`src/rtl/vga_sync_monitor_if.sv`:
```
`default_nettype none
// ============================================================================
// Module   : vga_sync_monitor_if
// Brief    : Sync inputs and recovered-timing outputs of vga_sync_monitor.
// Revision : 1.0  initial release
// ============================================================================
interface vga_sync_monitor_if;
    logic        hsync_in;
    logic        vsync_in;
    logic [9:0]  x;
    logic [9:0]  y;
    logic        visible;
    logic        locked;
    logic [10:0] line_len;
    logic [9:0]  frame_lines;
    logic [7:0]  err_cnt;
    logic        timeout;

    modport master (
        output hsync_in, vsync_in,
        input  x, y, visible, locked, line_len, frame_lines, err_cnt, timeout
    );

    modport slave (
        input  hsync_in, vsync_in,
        output x, y, visible, locked, line_len, frame_lines, err_cnt, timeout
    );
endinterface
`default_nettype wire

```
`src/rtl/vga_sync_monitor.sv`:
```
`default_nettype none
// ============================================================================
// Module   : vga_sync_monitor
// Brief    : Recovers x/y from VGA syncs, measures line/frame timing and locks
//            when it matches the parameters. VGA_MON_TIMEOUT_EN adds a watchdog.
// Revision : 1.0  initial release
// ============================================================================
module vga_sync_monitor #(
    parameter int H_TOTAL      = 800,
    parameter int V_TOTAL      = 525,
    parameter int H_VISIBLE    = 640,
    parameter int V_VISIBLE    = 480,
    parameter int H_SYNC_START = 656,
    parameter int V_SYNC_START = 490,
    parameter int LOCK_FRAMES  = 2
) (
    input wire                clk,
    input wire                rst,
    vga_sync_monitor_if.slave mon
);
    localparam logic [1:0]  c_SEARCH      = 2'd0;
    localparam logic [1:0]  c_MEASURE     = 2'd1;
    localparam logic [1:0]  c_LOCKED      = 2'd2;
    localparam logic [9:0]  c_H_LAST      = 10'(H_TOTAL - 1);
    localparam logic [9:0]  c_V_LAST      = 10'(V_TOTAL - 1);
    localparam logic [9:0]  c_H_SYNC      = 10'(H_SYNC_START);
    localparam logic [9:0]  c_V_SYNC      = 10'(V_SYNC_START);
    localparam logic [9:0]  c_H_VIS       = 10'(H_VISIBLE);
    localparam logic [9:0]  c_V_VIS       = 10'(V_VISIBLE);
    localparam logic [10:0] c_LINE_LEN    = 11'(H_TOTAL);
    localparam logic [9:0]  c_FRAME_LINES = 10'(V_TOTAL);
    localparam logic [7:0]  c_LOCK_FRAMES = 8'(LOCK_FRAMES);

    logic        r_hs1, r_hs2, r_vs1, r_vs2;
    logic        w_hfall, w_vfall;
    logic [9:0]  r_x, r_y;
    logic [10:0] r_line_cnt, r_line_len;
    logic [9:0]  r_frame_cnt, r_frame_lines, w_frame_total;
    logic        r_frame_bad, w_line_bad, w_frame_bad;
    logic [1:0]  r_state;
    logic [7:0]  r_good, w_good_next, r_err_cnt;
    logic        r_locked;
    logic        w_wd_force;

    always_ff @(posedge clk or posedge rst) begin
        if (rst) begin
            r_hs1 <= 1'b1;
            r_hs2 <= 1'b1;
            r_vs1 <= 1'b1;
            r_vs2 <= 1'b1;
        end else begin
            r_hs1 <= mon.hsync_in;
            r_hs2 <= r_hs1;
            r_vs1 <= mon.vsync_in;
            r_vs2 <= r_vs1;
        end
    end

    assign w_hfall = r_hs2 & ~r_hs1;
    assign w_vfall = r_vs2 & ~r_vs1;

    // An hsync edge landing on the wrap cycle reloads x, so y must not step.
    always_ff @(posedge clk or posedge rst) begin
        if (rst) begin
            r_x <= '0;
            r_y <= '0;
        end else begin
            if (w_hfall)
                r_x <= c_H_SYNC;
            else if (r_x == c_H_LAST)
                r_x <= '0;
            else
                r_x <= r_x + 10'd1;

            if (w_vfall)
                r_y <= c_V_SYNC;
            else if (!w_hfall && r_x == c_H_LAST)
                r_y <= (r_y == c_V_LAST) ? 10'd0 : r_y + 10'd1;
        end
    end

    assign w_line_bad    = w_hfall && (r_line_cnt != c_LINE_LEN);
    assign w_frame_total = (w_hfall && r_frame_cnt != 10'h3FF) ? r_frame_cnt + 10'd1 : r_frame_cnt;
    assign w_frame_bad   = r_frame_bad || w_line_bad || (w_frame_total != c_FRAME_LINES);
    assign w_good_next   = r_good + 8'd1;

    always_ff @(posedge clk or posedge rst) begin
        if (rst) begin
            r_line_cnt    <= '0;
            r_line_len    <= '0;
            r_frame_cnt   <= '0;
            r_frame_lines <= '0;
            r_frame_bad   <= 1'b0;
        end else begin
            if (w_hfall) begin
                r_line_len <= r_line_cnt;
                r_line_cnt <= 11'd1;
            end else if (r_line_cnt != 11'h7FF) begin
                r_line_cnt <= r_line_cnt + 11'd1;
            end

            if (w_vfall) begin
                r_frame_lines <= w_frame_total;
                r_frame_cnt   <= '0;
                r_frame_bad   <= 1'b0;
            end else begin
                r_frame_cnt <= w_frame_total;
                if (w_line_bad)
                    r_frame_bad <= 1'b1;
            end
        end
    end

    always_ff @(posedge clk or posedge rst) begin
        if (rst) begin
            r_state   <= c_SEARCH;
            r_good    <= '0;
            r_locked  <= 1'b0;
            r_err_cnt <= '0;
        end else if (w_wd_force) begin
            if (r_state == c_LOCKED && r_err_cnt != 8'hFF)
                r_err_cnt <= r_err_cnt + 8'd1;
            r_state  <= c_SEARCH;
            r_locked <= 1'b0;
        end else begin
            case (r_state)
                c_SEARCH: begin
                    if (w_vfall) begin
                        r_state <= c_MEASURE;
                        r_good  <= '0;
                    end
                end
                c_MEASURE: begin
                    if (w_vfall) begin
                        if (w_frame_bad) begin
                            r_good <= '0;
                        end else begin
                            r_good <= w_good_next;
                            if (w_good_next >= c_LOCK_FRAMES) begin
                                r_state  <= c_LOCKED;
                                r_locked <= 1'b1;
                            end
                        end
                    end
                end
                c_LOCKED: begin
                    if (w_line_bad || (w_vfall && w_frame_bad)) begin
                        r_state  <= c_SEARCH;
                        r_locked <= 1'b0;
                        if (r_err_cnt != 8'hFF)
                            r_err_cnt <= r_err_cnt + 8'd1;
                    end
                end
                default: begin
                    r_state  <= c_SEARCH;
                    r_locked <= 1'b0;
                end
            endcase
        end
    end

`ifdef VGA_MON_TIMEOUT_EN
    logic [11:0] r_wd_cnt;
    logic        r_timeout;
    logic        w_wd_hit;

    assign w_wd_hit = !w_hfall && (r_wd_cnt == 12'd2047);

    always_ff @(posedge clk or posedge rst) begin
        if (rst) begin
            r_wd_cnt  <= '0;
            r_timeout <= 1'b0;
        end else if (w_hfall) begin
            r_wd_cnt  <= '0;
            r_timeout <= 1'b0;
        end else if (r_wd_cnt != 12'd2048) begin
            r_wd_cnt <= r_wd_cnt + 12'd1;
            if (w_wd_hit)
                r_timeout <= 1'b1;
        end
    end

    // Hold the FSM in SEARCH until an hsync edge clears the timeout.
    assign w_wd_force  = w_wd_hit || (r_timeout && !w_hfall);
    assign mon.timeout = r_timeout;
`else
    assign w_wd_force  = 1'b0;
    assign mon.timeout = 1'b0;
`endif

    assign mon.x           = r_x;
    assign mon.y           = r_y;
    assign mon.locked      = r_locked;
    assign mon.visible     = r_locked && (r_x < c_H_VIS) && (r_y < c_V_VIS);
    assign mon.line_len    = r_line_len;
    assign mon.frame_lines = r_frame_lines;
    assign mon.err_cnt     = r_err_cnt;
endmodule
`default_nettype wire
```
`src/flat_wrapper.sv`:
```
// flat-port wrapper written by rule: the top's interface ports become plain ports
module vga_sync_monitor_flat 
#(
    parameter int H_TOTAL      = 800,
    parameter int V_TOTAL      = 525,
    parameter int H_VISIBLE    = 640,
    parameter int V_VISIBLE    = 480,
    parameter int H_SYNC_START = 656,
    parameter int V_SYNC_START = 490,
    parameter int LOCK_FRAMES  = 2
)
  (clk, rst, mon_hsync_in, mon_vsync_in, mon_x, mon_y, mon_visible, mon_locked, mon_line_len, mon_frame_lines, mon_err_cnt, mon_timeout);
  vga_sync_monitor_if mon_i ();
  input wire clk;
  input wire rst;
  input wire logic [$bits(mon_i.hsync_in)-1:0] mon_hsync_in;
  input wire logic [$bits(mon_i.vsync_in)-1:0] mon_vsync_in;
  output wire logic [$bits(mon_i.x)-1:0] mon_x;
  output wire logic [$bits(mon_i.y)-1:0] mon_y;
  output wire logic [$bits(mon_i.visible)-1:0] mon_visible;
  output wire logic [$bits(mon_i.locked)-1:0] mon_locked;
  output wire logic [$bits(mon_i.line_len)-1:0] mon_line_len;
  output wire logic [$bits(mon_i.frame_lines)-1:0] mon_frame_lines;
  output wire logic [$bits(mon_i.err_cnt)-1:0] mon_err_cnt;
  output wire logic [$bits(mon_i.timeout)-1:0] mon_timeout;
  assign mon_i.hsync_in = mon_hsync_in;
  assign mon_i.vsync_in = mon_vsync_in;
  assign mon_x = mon_i.x;
  assign mon_y = mon_i.y;
  assign mon_visible = mon_i.visible;
  assign mon_locked = mon_i.locked;
  assign mon_line_len = mon_i.line_len;
  assign mon_frame_lines = mon_i.frame_lines;
  assign mon_err_cnt = mon_i.err_cnt;
  assign mon_timeout = mon_i.timeout;
  vga_sync_monitor #(.H_TOTAL(H_TOTAL), .V_TOTAL(V_TOTAL), .H_VISIBLE(H_VISIBLE), .V_VISIBLE(V_VISIBLE), .H_SYNC_START(H_SYNC_START), .V_SYNC_START(V_SYNC_START), .LOCK_FRAMES(LOCK_FRAMES)) u_core (.clk(clk), .rst(rst), .mon(mon_i));
endmodule
```
`config.mk`:
```
export PLATFORM = sky130hd
export DESIGN_NAME = vga_sync_monitor_flat
export DESIGN_NICKNAME = d
export VERILOG_FILES = /design/src/rtl/vga_sync_monitor_if.sv /design/src/rtl/vga_sync_monitor.sv /design/src/flat_wrapper.sv
export SDC_FILE = /design/constraint.sdc
export NUM_CORES = 1
export LEC_CHECK = 0
export ABC_CLOCK_PERIOD_IN_PS = 8400
export CELL_PAD_IN_SITES_DETAIL_PLACEMENT = 1
export CELL_PAD_IN_SITES_GLOBAL_PLACEMENT = 1
export CORE_ASPECT_RATIO = 2
export CORE_UTILIZATION = 46
export DETAILED_ROUTE_END_ITERATION = 12
export GPL_TIMING_DRIVEN = 0
export PLACE_DENSITY = 0.89
export SETUP_SLACK_MARGIN = 0.5
export SLEW_MARGIN = 5
export SYNTH_ARGS = -nofsm -noshare
export SYNTH_HDL_FRONTEND = slang
export SYNTH_SLANG_ARGS = --single-unit
```
`constraint.sdc`:
```
create_clock -name clk -period 8.4 [get_ports clk]
set_input_delay 2.1 -clock clk [delete_from_list [all_inputs] [get_ports clk]]
set_output_delay 2.1 -clock clk [all_outputs]
set_load 0.05 [all_outputs]
```
==> Flow_metrics.wiki, run 1 <==
{| class="wikitable"
! Metric !! Value
|-
| Clock Skew || 0.00645 ns
|-
| Number of cells on the worst hold path || 0
|-
| Metal3 WL || 238 µm
|-
| Final Hold Viols || 0
|-
| Global-route wire length before repair || 20200 µm
|-
| Number of buffers inserted by post-CTS setup repair || 0
|-
| Number of enable-type register cells in the synthesized netlist || 0
|-
| Wire length per cell after detailed routing || 19.2 µm
|-
| Buffer cell driving the clock tree root || sky130_fd_sc_hd__clkbuf_16
|-
| Final global-route overflow total || 0
|-
| Highest achievable clock rate || 239 MHz
|-
| Share of post-route cells with drive strength above 1 || 6.48%
|-
| Hpwl dp || 8380 µm
|-
| Number of top-level pins || 56
|-
| Maximum buffer depth of the clock tree || 2
|-
| Worst-path maximum fanout || 4
|-
| Worst Setup End Kind || output pin
|-
| Post-synthesis net count || 467
|-
| Clock latency on the worst-skew pair || 0.34 ns
|-
| Critical register-to-register path startpoint || u_core.r_hs1$_DFF_PP1_
|-
| Final setup slack of the worst path || 4.21 ns
|-
| Power density cells || 208 nW/µm²
|-
| Main synth FF type || sky130_fd_sc_hd__dfrtp_1
|-
| CP arrival || 2.09 ns
|-
| Worst Max-Slew Pin Slew || 1.32 ns
|-
| Die height || 138 µm
|-
| Final critical delay including setup and external delays || 4.19 ns
|-
| Routed length on met1 || 4390 µm
|-
| Uppermost layer routed || met4
|-
| Area Overhead vs Synth || 24.1%
|-
| Net total in the final layout || 533
|-
| Status || finished clean
|-
| Startpoint of the most critical hold path || u_core.r_vs1$_DFF_PP1_
|-
| Initial standard-cell utilization of the core || 47.3%
|-
| Area of the core || 9010 µm²
|-
| Vias in the first global route || 4044
|-
| # rows || 49
|-
| Leakage || 2.41 nW
|-
| Via count || 3710
|-
| Yosys synthesis warning count || 0
|-
| Number of diodes added for antenna fixing || 0
|-
| CTS H-Tree Depth || 3
|-
| CP Data Required Time || 6.30 ns
|-
| Share of synthesized area occupied by flip-flops and latches || 50.6%
|-
| Filler cell count in the final layout || 1007
|-
| Worst-case register-to-register setup slack || 5.15 ns
|-
| Reported max-cap violation count || 0
|-
| Clock input transition at the sequential cells of the worst setup and hold paths || 0.06 ns
|-
| Endpoint of the worst register-to-register path || u_core.mon.err_cnt[1]$_DFFE_PP0P_
|-
| X dimension of the die || 70.1 µm
|-
| Total Wirelength || 12000 µm
|-
| Initial DRT Pass Iterations || 4
|-
| DRC || 0
|-
| Total CTS buffers || 9
|-
| Number of nets with antenna violations after routing || 0
|-
| Max-slew violation count || 0
|-
| Final TNS setup || 0 ns
|-
| Distinct cells, synth || 58
|-
| Worst setup timing slack at the placement stage || 4.59 ns
|-
| Async SR Flop Fraction || 100%
|-
| Initial antenna violation count || 0
|-
| Clock sink count || 86
|-
| Met2 routed wirelength || 7040 µm
|-
| GRT Overall Usage || 26.6%
|-
| Setup Crit Path Kind || flop to output pin
|-
| PostCTS Resize Cnt || 0
|-
| Largest net degree at the start of global routing || 57
|-
| Relative slew margins || 11.2%
|-
| Post-synthesis instance total || 454
|-
| Worst Reg-to-Reg Cells || 7
|-
| Routability cong. || 0.857
|-
| RSZ-0062 raised after global routing || false
|-
| Hold-critical path endpoint || u_core.r_vs2$_DFF_PP1_
|-
| Routed vias/inst || 5.92
|-
| DRT iter0 DRCs || 160
|-
| TritonCTS clock tree || yes
|-
| Synthesized area per cell || 9.38 µm²
|-
| Nature of the critical path startpoint || flop
|-
| Final period utilization || 49.8%
|-
| IR drop worst, VDD || 204 µV
|-
| Class of the tightest hold or removal check || flop to flop
|-
| Number of buffers inserted by hold repair at cts || 0
|-
| Flip-flop and latch count after synthesis || 86
|-
| Die area || 9670 µm²
|-
| # setup viols final || 0
|-
| Netlist area before placement || 4260 µm²
|-
| Port Buffer Count || 54
|}
==> per-layer routing <==
metal	GRT usage (%)	vias to the layer above
li1	-	1708
met1	27.6	1903
met2	51.0	72
met3	3.50	27
met4	12.0	0
met5	0	-
==> cell type report <==
cell class              instances  area (µm²)  area share, %
plain buffers                  20        93.8           1.78
inverters                      13        51.3          0.971
flip-flops and latches         86        2160           40.8
multi-input cells             335        1960           37.1
clock inverters                 4        70.1           1.33
clock buffers                  12         256           4.85
well taps                     102         128           2.41
repair buffers                 55         568           10.7
==> worst max path at each step <==
stage	start	end	slack [ns]	depth (start not counted)
floorplan	rst	u_core.mon.err_cnt[0]$_DFFE_PP0P_	4.08	1
global placement	rst	u_core.r_frame_cnt[5]$_DFF_PP0_	2.77	2
detailed placement	u_core.mon.y[5]$_DFFE_PP0P_	mon_visible	4.59	4
CTS	u_core.mon.y[6]$_DFFE_PP0P_	mon_visible	4.22	4
global route	u_core.mon.y[7]$_DFFE_PP0P_	mon_visible	4.15	4
finish	u_core.mon.y[7]$_DFFE_PP0P_	mon_visible	4.21	4
==> critical path, cell delays in order, from the launching register on <==
cell and delay, ns:
sky130_fd_sc_hd__dfrtp_1 0.42, sky130_fd_sc_hd__and3_1 0.22, sky130_fd_sc_hd__nand2_1 0.08, sky130_fd_sc_hd__and4b_1 0.21
sky130_fd_sc_hd__clkdlybuf4s50_1 0.80
==> power breakdown <==
group	internal (W)	total (W)	switching, W
Sequential	0.000444	0.000480	0.0000358
Combinational	0.0000596	0.000184	0.000125
Clock	0.000276	0.000437	0.000161
==> cells by family (layout without fill, tap and decap cells) <==
logic type | Yosys count | in the layout | synth area share (%)
compound gates | 75 | 75 | 10.9
buf+inv | 33 | 104 | 3.35
mux | 7 | 7 | 1.70
flops | 86 | 86 | 50.6
xor+xnor | 27 | 27 | 5.55
other cells | 1 | 1 | 0.0880
fa+ha+maj | 9 | 9 | 2.64
simple gates | 216 | 216 | 25.1
==> metrics by stage <==
stage                     power, W  hold slack, ns  utilization, %  instances  instance area (µm²)
after global routing       0.00114           0.387            58.6        627                 5290
after floorplan           0.000598           0.358               -        454                 4260
after CTS                  0.00111           0.379            58.6        627                 5290
after detailed placement  0.000667           0.369            55.0        611                 4960
final                      0.00110           0.379            58.6        627                 5290
after global placement    0.000656           0.362            54.7        610                 4930
==> cells in the final DEF (no fill, tap or decap), types with 3 or more instances in the layout <==
master / count
sky130_fd_sc_hd__o21ai_0: 28
sky130_fd_sc_hd__a31oi_1: 6
sky130_fd_sc_hd__ha_1: 9
sky130_fd_sc_hd__and2_1: 7
sky130_fd_sc_hd__xnor2_1: 9
sky130_fd_sc_hd__a21oi_1: 15
sky130_fd_sc_hd__mux2i_1: 5
sky130_fd_sc_hd__xor2_1: 18
sky130_fd_sc_hd__nand3_1: 21
sky130_fd_sc_hd__clkdlybuf4s50_1: 54
sky130_fd_sc_hd__clkbuf_1: 14
sky130_fd_sc_hd__nor2b_1: 4
sky130_fd_sc_hd__dfstp_2: 4
sky130_fd_sc_hd__nand2b_1: 4
sky130_fd_sc_hd__nand2_1: 67
sky130_fd_sc_hd__nor3_1: 7
sky130_fd_sc_hd__and3_1: 15
sky130_fd_sc_hd__o31ai_1: 3
sky130_fd_sc_hd__clkbuf_16: 9
sky130_fd_sc_hd__or2_2: 3
sky130_fd_sc_hd__dfrtp_1: 82
sky130_fd_sc_hd__nor4bb_1: 3
sky130_fd_sc_hd__nand4_1: 14
sky130_fd_sc_hd__inv_1: 12
sky130_fd_sc_hd__nor2_1: 49
sky130_fd_sc_hd__nand3b_1: 5
sky130_fd_sc_hd__nor4_1: 4
sky130_fd_sc_hd__o211ai_1: 3
==> state kept, by name (all words and copies together) (netlist names), 2 cells and up <==
signal                  cells
u_core.r_frame_cnt         10
u_core.r_line_cnt          11
u_core.mon.err_cnt          8
u_core.r_state              2
u_core.mon.line_len        11
u_core.mon.frame_lines     10
u_core.r_good               8
u_core.mon.x               10
u_core.mon.y               10
==> synthesized netlist by cell type, types with 4 or more instances <==
cell                       count  area, µm²
sky130_fd_sc_hd__nand4_1      14       87.6
sky130_fd_sc_hd__a21oi_1      15       75.1
sky130_fd_sc_hd__and3_1       15       93.8
sky130_fd_sc_hd__nor3_1        7       35.0
sky130_fd_sc_hd__inv_1        13       48.8
sky130_fd_sc_hd__xor2_1       18        158
sky130_fd_sc_hd__nor2_1       49        184
sky130_fd_sc_hd__a31oi_1       6       37.5
sky130_fd_sc_hd__nor2b_1       4       25.0
sky130_fd_sc_hd__dfstp_2       4        105
sky130_fd_sc_hd__and2_1        7       43.8
sky130_fd_sc_hd__nand2_1      67        251
sky130_fd_sc_hd__o21ai_0      28        140
sky130_fd_sc_hd__clkbuf_1     13       48.8
sky130_fd_sc_hd__mux2i_1       5       50.1
sky130_fd_sc_hd__ha_1          9        113
sky130_fd_sc_hd__xnor2_1       9       78.8
sky130_fd_sc_hd__dfrtp_1      82       2050
sky130_fd_sc_hd__nor4_1        4       25.0
sky130_fd_sc_hd__nand3b_1      5       37.5
sky130_fd_sc_hd__nand2b_1      4       25.0
sky130_fd_sc_hd__nand3_1      21        105
Power figures use the tool's default switching activity.
==> inputs of run 2 (changes only) <==
Settings changed: ABC_CLOCK_PERIOD_IN_PS 8400 to 3450, CORE_UTILIZATION 46 to 38, PLACE_DENSITY 0.89 to 0.79.
Clock period 8.4 ns to 3.45 ns, I/O delays scaled along.
==> run 2 against run 1 <==
Effect of this change: global-route usage is 3.7 points lower; design area up 5.1%; routed wire length grew 4.1%; sequential power increased by 140%; critical path type is now flop to flop; first-iteration DRC count shrank 1.3%; flip-flop and latch count unchanged; power rose to 2.5 times the previous value; final cell count is 8.0% higher; largest power group unchanged; highest routed layer unchanged.
==> Flow_metrics.wiki, run 2 (synthesis gave the netlist of run 1 again) <==
{| class="wikitable"
! Metric !! Value
|-
| Status || finished clean
|-
| TritonCTS clock tree || yes
|-
| DRT iter0 DRCs || 158 (-1.3%)
|-
| Initial DRT Pass Iterations || 4 (unchanged)
|-
| # rows || 54 (+10%)
|-
| Via count || 3717 (+0.19%)
|-
| Vias in the first global route || 4067 (+0.57%)
|-
| Most common cell after layout, fill and taps aside || sky130_fd_sc_hd__dfrtp_1
|-
| Total Wirelength || 12500 µm (+4.1%)
|-
| Largest net degree at the start of global routing || 42 (-26%)
|-
| Area of the core || 10900 µm² (+21%)
|-
| Critical register-to-register path startpoint || u_core.r_frame_cnt[2]$_DFF_PP0_
|-
| Worst Setup End Kind || flop
|-
| Crit path to || u_core.r_good[5]$_DFFE_PP0P_
|-
| Clock latency on the worst-skew pair || 0.35 ns (about the same)
|-
| RSZ-0062 raised after global routing || true
|-
| Routed vias/inst || 5.49 (-7.2%)
|-
| Reported max-cap violation count || 0 (unchanged)
|-
| Port Buffer Count || 54 (unchanged)
|-
| Share of post-route cells with drive strength above 1 || 10.4% (+4.0 points)
|-
| Power density cells || 501 nW/µm² (+140%)
|-
| Class of the tightest hold or removal check || flop to flop
|-
| Relative slew margins || 48.6% (+37 points)
|-
| Critical Path Start || u_core.r_frame_cnt[2]$_DFF_PP0_
|-
| Routability cong. || 0.876 (+2.2%)
|-
| IR drop worst, VDD || 386 µV (+89%)
|-
| Setup Crit Path Kind || flop to flop
|-
| Final Hold Viols || 0 (unchanged)
|-
| DRC || 0 (unchanged)
|-
| Endpoint of the worst register-to-register path || u_core.r_good[5]$_DFFE_PP0P_
|-
| Global-route wire length before repair || 20500 µm (+1.7%)
|-
| Final critical delay including setup and external delays || 3.01 ns
|-
| Number of diodes added for antenna fixing || 0 (unchanged)
|-
| Buffer cell driving the clock tree root || sky130_fd_sc_hd__clkbuf_16
|-
| Post-Layout Cell Count || 677 (+8.0%)
|-
| Top library cells by usage in the layout, fill and taps aside || 82 x sky130_fd_sc_hd__dfrtp_1, 67 x sky130_fd_sc_hd__nand2_1, 53 x sky130_fd_sc_hd__clkdlybuf4s50_1
|-
| Leakage || 2.51 nW (+4.2%)
|-
| Share of the core filled with cells || 51.1% (-7.6 points)
|-
| X dimension of the die || 76.9 µm (+9.7%)
|-
| Worst Reg-to-Reg Cells || 9 (+2)
|-
| CTS H-Tree Depth || 3 (unchanged)
|-
| Maximum buffer depth of the clock tree || 2 (unchanged)
|-
| Nature of the critical path startpoint || flop
|-
| Clock Skew || 0.00877 ns (+0.00232 ns)
|-
| Final TNS setup || 0 ns (unchanged)
|-
| Net total in the final layout || 545 (+2.3%)
|-
| Total chip power || 0.00278 W (+150%)
|-
| Clock input transition at the sequential cells of the worst setup and hold paths || 0.06 ns (about the same)
|-
| # setup viols final || 0 (unchanged)
|-
| Total CTS buffers || 9 (unchanged)
|-
| Initial standard-cell utilization of the core || 39.2% (-8.1 points)
|-
| Number of top-level pins || 56 (unchanged)
|-
| Hpwl dp || 8730 µm (+4.2%)
|-
| Final global-route overflow total || 0 (unchanged)
|-
| Die area || 11700 µm² (+21%)
|-
| Die height || 152 µm (+9.9%)
|-
| CP arrival || 3.30 ns (+1.21 ns)
|-
| Highest achievable clock rate || 332 MHz
|-
| Wire length per cell after detailed routing || 18.5 µm (-3.6%)
|-
| Worst Max-Slew Pin Slew || 0.765 ns (-0.555 ns)
|-
| GRT Overall Usage || 22.9% (-3.7 points)
|-
| Worst-case register-to-register setup slack || 0.44 ns (-4.71 ns)
|-
| Worst-path maximum fanout || 8 (+4)
|-
| Clock sink count || 86 (unchanged)
|-
| Initial antenna violation count || 0 (unchanged)
|-
| CP Data Required Time || 3.74 ns (-2.56 ns)
|-
| Number of nets with antenna violations after routing || 0 (unchanged)
|-
| Final period utilization || 87.3%
|-
| Max-slew violation count || 0 (unchanged)
|-
| Cell total after placement || 650 (+6.4%)
|-
| Area Overhead vs Synth || 30.4%
|}
-- run 2: cell types whose count changed in the layout (fill, tap and decap cells not counted), moves of 2 or more --
cell                       delta
sky130_fd_sc_hd__buf_12       +3
sky130_fd_sc_hd__buf_2        -2
sky130_fd_sc_hd__buf_4        +9
sky130_fd_sc_hd__buf_6        +2
sky130_fd_sc_hd__clkinv_2     -2
sky130_fd_sc_hd__nor4_1       -2
-- run 2: power by group --
part	total (W)	internal, W	switching (W)
clock network	0.00115	0.000748	0.000398
registers	0.00117	0.00108	0.0000837
logic	0.000469	0.000161	0.000308
-- run 2: timing repair --
action	in CTS	in global routing
setup endpoints to repair	18	10
pin swaps	5	4
gates resized for setup	13	8
cloned	0	0
buffers inserted	7	4
hold endpoints to repair	0	0
hold buffers	0	0
-- run 2: per-stage QoR --
stage | hold WS (ns) | setup slack, ns | area, µm²
2_1_floorplan | 0.358 | 0.548 | 4260
3_3_place_gp | 0.362 | 0.331 | 4980
3_5_place_dp | 0.368 | 0.214 | 5020
4_1_cts | 0.376 | 0.407 | 5480
5_1_grt | 0.383 | 0.396 | 5560
6_report | 0.374 | 0.439 | 5560
-- run 2: per-layer routing --
metal	routed length [µm]	vias to the layer above	track usage [%]
li1	-	1734	-
met1	4350	1893	22.6
met2	7420	56	44.5
met3	245	34	2.93
met4	494	0	14.2
met5	0	-	0
-- run 2: worst min path at each step --
stage	to	depth (start not counted)	slack, ns	from
after CTS	u_core.r_vs2$_DFF_PP1_	0	0.38	u_core.r_vs1$_DFF_PP1_
final	u_core.r_vs2$_DFF_PP1_	0	0.37	u_core.r_vs1$_DFF_PP1_
after global routing	u_core.r_vs2$_DFF_PP1_	0	0.38	u_core.r_vs1$_DFF_PP1_
after floorplan	u_core.r_vs2$_DFF_PP1_	0	0.36	u_core.r_vs1$_DFF_PP1_
after global placement	u_core.r_vs2$_DFF_PP1_	0	0.36	u_core.r_vs1$_DFF_PP1_
after detailed placement	u_core.r_vs2$_DFF_PP1_	0	0.37	u_core.r_vs1$_DFF_PP1_
-- run 2: final cells by class --
type / instances / area (µm²)
timing repair buffer: 67 / 678
sequential: 86 / 2160
fill: 1241 / 5320
clock inverter: 3 / 90.1
buffer: 20 / 114
clock buffer: 13 / 260
inverter: 13 / 52.6
tap: 140 / 175
multi-input combinational: 335 / 2030
-- run 2: worst max-delay path: stages (launching register included) --
cell	delay [ns]
sky130_fd_sc_hd__dfrtp_1	0.51
sky130_fd_sc_hd__nand4_1	0.21
sky130_fd_sc_hd__o31a_1	0.36
sky130_fd_sc_hd__mux2i_1	0.15
sky130_fd_sc_hd__or4b_4	0.55
sky130_fd_sc_hd__buf_8	0.15
sky130_fd_sc_hd__or3_4	0.33
sky130_fd_sc_hd__buf_6	0.13
sky130_fd_sc_hd__or4_4	0.47
sky130_fd_sc_hd__nand3_2	0.07
